File: src/rtl/hiscore_ram_port.sv
// Hiscore RAM responder: pauses the CPU at a clean bus boundary, lends the
// work-RAM port to the hiscore engine, and hands it back glitch-free.
module hiscore_ram_port #(
  parameter logic [15:0] RAM_BASE  = 16'hC000,
  parameter int          RAM_AW    = 12,
  parameter int          DRAIN_CEN = 2
) (
  input  logic              clk48M,
  input  logic              reset,
  input  logic              hs_req,
  input  logic [15:0]       HSAD,
  input  logic [7:0]        HSDI,
  input  logic              HSWE,
  output logic [7:0]        HSDO,
  output logic              hs_grant,
  output logic              pause_req,
  input  logic              cpu_cen,
  input  logic [15:0]       cpu_ad,
  input  logic              cpu_we,
  input  logic [7:0]        cpu_do,
  output logic [RAM_AW-1:0] ram_ad,
  output logic              ram_we,
  output logic [7:0]        ram_di,
  input  logic [7:0]        ram_do
);

  localparam int              CW      = (DRAIN_CEN < 1) ? 1 : $clog2(DRAIN_CEN + 1);
  localparam logic [CW-1:0]   CNT_MAX = CW'(DRAIN_CEN);
  localparam logic [16:0]     WIN_LO  = {1'b0, RAM_BASE};
  localparam logic [16:0]     WIN_HI  = WIN_LO + (17'd1 << RAM_AW);

  typedef enum logic [1:0] {
    IDLE,
    DRAIN,
    GRANT,
    RELEASE
  } state_t;

  state_t          state, state_nx;
  logic [CW-1:0]   drain_cnt, drain_cnt_nx;
  logic            hs_grant_nx, pause_req_nx;
  logic            in_win, in_win_d;
  logic            cpu_ad_unused;

  // Compare in 17 bits so a window ending at 16'hFFFF never wraps to zero.
  assign in_win        = ({1'b0, HSAD} >= WIN_LO) && ({1'b0, HSAD} < WIN_HI);
  assign cpu_ad_unused = ^cpu_ad[15:RAM_AW];

  always_comb begin
    state_nx     = state;
    drain_cnt_nx = '0;
    case (state)
      IDLE: begin
        if (hs_req) begin
          state_nx     = DRAIN;
          drain_cnt_nx = cpu_cen ? CW'(1) : '0;
        end
      end
      DRAIN: begin
        drain_cnt_nx = drain_cnt;
        if (cpu_cen && (drain_cnt < CNT_MAX))
          drain_cnt_nx = drain_cnt + CW'(1);
        if (!hs_req) begin
          state_nx     = IDLE;
          drain_cnt_nx = '0;
        end else if ((drain_cnt == CNT_MAX) && !cpu_cen) begin
          state_nx = GRANT;
        end
      end
      GRANT: begin
        if (!hs_req)
          state_nx = RELEASE;
      end
      RELEASE: begin
        state_nx = IDLE;
      end
      default: begin
        state_nx = IDLE;
      end
    endcase
    hs_grant_nx  = (state_nx == GRANT);
    pause_req_nx = (state_nx != IDLE);
  end

  // Grant and pause are flops so the RAM mux select never glitches.
  always_ff @(posedge clk48M or posedge reset) begin
    if (reset) begin
      state     <= IDLE;
      drain_cnt <= '0;
      hs_grant  <= 1'b0;
      pause_req <= 1'b0;
      in_win_d  <= 1'b0;
      HSDO      <= 8'h00;
    end else begin
      state     <= state_nx;
      drain_cnt <= drain_cnt_nx;
      hs_grant  <= hs_grant_nx;
      pause_req <= pause_req_nx;
      in_win_d  <= in_win;
      if (hs_grant)
        HSDO <= in_win_d ? ram_do : 8'h00;
    end
  end

  always_comb begin
    if (hs_grant) begin
      ram_ad = HSAD[RAM_AW-1:0] - RAM_BASE[RAM_AW-1:0];
      ram_we = HSWE & in_win;
      ram_di = HSDI;
    end else begin
      ram_ad = cpu_ad[RAM_AW-1:0];
      ram_we = cpu_we;
      ram_di = cpu_do;
    end
    if (reset)
      ram_we = 1'b0;
  end

endmodule

File: config.mk
export PLATFORM = sky130hd
export DESIGN_NAME = hiscore_ram_port
export DESIGN_NICKNAME = d
export VERILOG_FILES = /design/src/rtl/hiscore_ram_port.sv
export SDC_FILE = /design/constraint.sdc
export NUM_CORES = 1
export LEC_CHECK = 0
export ABC_AREA = 1
export CORE_MARGIN = 2
export CORE_UTILIZATION = 30
export CTS_CLUSTER_DIAMETER = 60
export DETAILED_ROUTE_END_ITERATION = 7
export PLACE_DENSITY = 0.83
export SYNTH_ARGS = -nofsm -noshare
export SYNTH_HDL_FRONTEND = slang
export SYNTH_SLANG_ARGS = --single-unit
File: constraint.sdc
create_clock -name clk48M -period 2.2 [get_ports clk48M]
set_input_delay 0.33 -clock clk48M [delete_from_list [all_inputs] [get_ports clk48M]]
set_output_delay 0.33 -clock clk48M [all_outputs]
set_load 0.02 [all_outputs]
==> key figures <==
Hold path
  – HP Class: in2async

Critical path
  – Crit path to: ram_ad[3]
  – Max FO, Critical Path: 19
  – Worst path slowest cell: clkdlybuf4s50_1
  – Worst EP arrival: 1.79 ns
  – R2r startpoint: drain_cnt[0]
  – Worst Reg2Reg Path Length in Cells: 5
  – Worst-path cell chain: buf_4 -> mux2_2 -> clkdlybuf4s50_1
  – Worst setup EP type: output pin
  – CP Class: reg2out
  – Max incr delay on CP: between 0.5 and 0.6 ns
  – Req. time, crit path: 1.87 ns
  – R2R Setup Slk: between 1 and 1.5 ns
  – Worst r2r dst: drain_cnt[1]
  – CP startpoint kind: flop
  – CP Launch Point: hs_grant

STA
  – Fin. Hold Viols: 0
  – Min Hold Slack: approximately 0.38 ns
  – Max-slew headroom: 0.7846
  – Final Setup Violations: 0
  – Total negative slack: 0 ns
  – Tcrit/Tclk final: 0.9631
  – Pins over their slew limit: 0
  – Min Tclk post-route: 2.119 ns
  – Slew @ Worst Pin: 0.3198 ns
  – Worst Skew: 0.006212 ns
  – Final WS setup: 0.08120 ns
  – Highest clock rate: 472.0 MHz
  – RSZ-0062 raised after global routing: false

Drt
  – Routed vias/inst: 4.622
  – Post-DRT Antenna Nets: 0
  – WL per Instance: roughly 13 um
  – DRT iter0 DRCs: 18
  – DRT Pass-1 Iters: 3
  – Routed WL: 2796 um
  – Number of remaining DRC errors: 0
  – Via count: between 1000 and 1500

Synthesis
  – EDFF count, synth: 0
  – Most common cell in the netlist: mux2_2
  – Cell area after synthesis: 918.4 um^2
  – Synth Warn #: 0
  – Synth area leader: dfrtp_1
  – Synth top area cells: dfrtp_1 (41%), mux2_2 (22%), o21ai_0 (6.5%)
  – Net count after synthesis: 162
  – Primary FF master, synth: dfrtp_1
  – Synth async-reset ratio: 1.000
  – Yosys top cell area share: 0.4087
  – Number of synthesized register bits: 15
  – Commonest cells post-synth: mux2_2 (18), dfrtp_1 (15), inv_1 (15), nand2_1 (14), o21ai_0 (12)
  – Number of library cell types mapped by synthesis: 19
  – Synthesized instance count: 99
  – Share of synthesized area occupied by flip-flops and latches: 0.4087
  – Mean post-synth cell area: about 9 um^2

Final layout
  – Ant. Diodes: 0
  – Fin nets: 253
  – Layout area overhead: 101.5%
  – Fraction of layout cells with a size suffix above 1: 0.1376
  – Fillers: 267

Clocking
  – CTS sink cnt: 15
  – CTS tree: done
  – CTS clock-pin slew for the worst setup and hold paths: around 0.09 ns
  – TritonCTS Buffers: 3
  – Post-CTS Hold Fix Bufs: 0
  – CTS root buf: clkbuf_4
  – Clk Latency, worst-skew pair: between 0.2 and 0.3 ns
  – CTS Buffer Depth: 2
  – # Post-CTS Setup Buffers: 0
  – Post-CTS resize count: 0
  – Htree depth: 1

Pwr
  – LEAKAGE: between 0.7 and 0.8 nW
  – Pint: 0.5772 mW
  – Comb power frac: 0.411
  – PwrDens: 436.3 nW/um^2
  – Maximum vdd drop: between 300 and 400 uV
  – Flop pwr share: 0.402
  – Switching Share: 0.2851
  – Clk pwr share: 0.187
  – Net Switching: 0.2302 mW

Floorplan
  – I/O pin cnt: 93
  – Die Height: 59.33 um
  – Die Width: between 50 and 60 um
  – Initial Util: 0.3084
  – Die ar.: 3520 um^2
  – Row count: 20
  – Core Region: 2978 um^2

GRT
  – First-pass GRT wire length: about 4300 um
  – M1 GR Usage: 0.1874
  – Gr ovfl total: 0
  – Largest net degree at the start of global routing: 21
  – Initial antenna violation count: 0
  – Vias in the first global route: 974
  – Met3 Use GR: 0.02402
  – GRT busiest layer: met2
  – GRT Resource Usage Total: 0.1561
  – Met2 GRT Util: 0.2920

Placement
  – Worst slack, placed: 0.1804 ns
  – Post-DP HPWL: 2346 um
  – Number of buffers added on ports: 88
  – Final RePlAce weighted congestion: 0.7302

Status
  – Status: finished clean

Job
  – Max Cap Viol: 0
[cell usage in the layout (no fill, tap or decap)]
cell type	netlist	routed
a21oi_1	1	1
and3_1	1	1
buf_4	1	3
clkbuf_1	1	1
clkbuf_4	0	3
clkdlybuf4s50_1	0	88
dfrtp_1	15	15
ha_1	1	1
inv_1	15	15
mux2_2	18	18
mux2_4	2	2
nand2_1	14	14
nand3_1	8	8
nand3b_1	1	1
nand4_1	1	1
nor2_1	3	3
nor3_1	1	1
o21ai_0	12	12
xor2_1	1	1
[critical path, delay by kind of cell, from the launching register on]
kind,cells,cell delay (ns)
muxes,1,0.36
DFF,1,0.35
buffers and inverters,2,0.80
[final cells by class]
cell class	instances	area, um^2	area share
timing repair buffer	91	903.4	0.4882
multi-input combinational	64	447.9	0.2421
inverter	15	56.30	0.03043
tap	33	41.29	0.02231
sequential	15	375.4	0.2028
clock buffer	4	26.28	0.01420
[logic make-up after synthesis]
logic type / count (synthesis) / share of synthesized area
AOI/OAI and AO/OA: 13 / 0.07084
muxes: 20 / 0.2534
buffers and inverters: 20 / 0.1035
xor gates and xnor gates: 1 / 0.009539
and+or+nand+nor: 29 / 0.1403
DFF: 15 / 0.4087
adders and majority gates: 1 / 0.01362
[power by group through the flow]
stage	sequential (mW)	combinational (mW)	clock, mW
final	0.324	0.332	0.151
after CTS	0.325	0.336	0.160
after global routing	0.329	0.356	0.174
after floorplan	0.359	0.0936	0
after global placement	0.328	0.326	0
after detailed placement	0.329	0.335	0
[per-layer routing]
| layer | share of wire | wire length [um] | vias to the layer above |
|---|---|---|---|
| met4 | 0.0018 | 5 | 0 |
| met1 | 0.38 | 1073 | 468 |
| li1 | - | - | 507 |
| met3 | 0.095 | 266 | 2 |
| met2 | 0.52 | 1451 | 49 |
| met5 | 0 | 0 | - |
[stage by stage]
| step | util | cells | instance area, um^2 | power [mW] |
|---|---|---|---|---|
| after CTS | 0.6214 | 222 | 1851 | 0.8205 |
| after detailed placement | 0.6126 | 218 | 1824 | 0.6642 |
| after global placement | 0.6126 | 218 | 1824 | 0.6539 |
| final | 0.6214 | 222 | 1851 | 0.8074 |
| after floorplan | - | 99 | 918.4 | 0.4525 |
| after global routing | 0.6214 | 222 | 1851 | 0.8589 |
[how the worst min path moves through the flow]
stage,from,end,depth (start not counted)
2_1_floorplan,reset,HSDO[0],1
3_3_place_gp,drain_cnt[0],drain_cnt[0],2
3_5_place_dp,drain_cnt[0],drain_cnt[0],2
4_1_cts,reset,HSDO[3],3
5_1_grt,reset,HSDO[4],3
6_report,reset,HSDO[3],3
[sequential cells by signal (all words and copies together), names as in the netlist]
register   flops
HSDO           8
drain_cnt      2
hs_grant       1
in_win_d       1
pause_req      1
state          2
(Power assumes the default switching activity.)
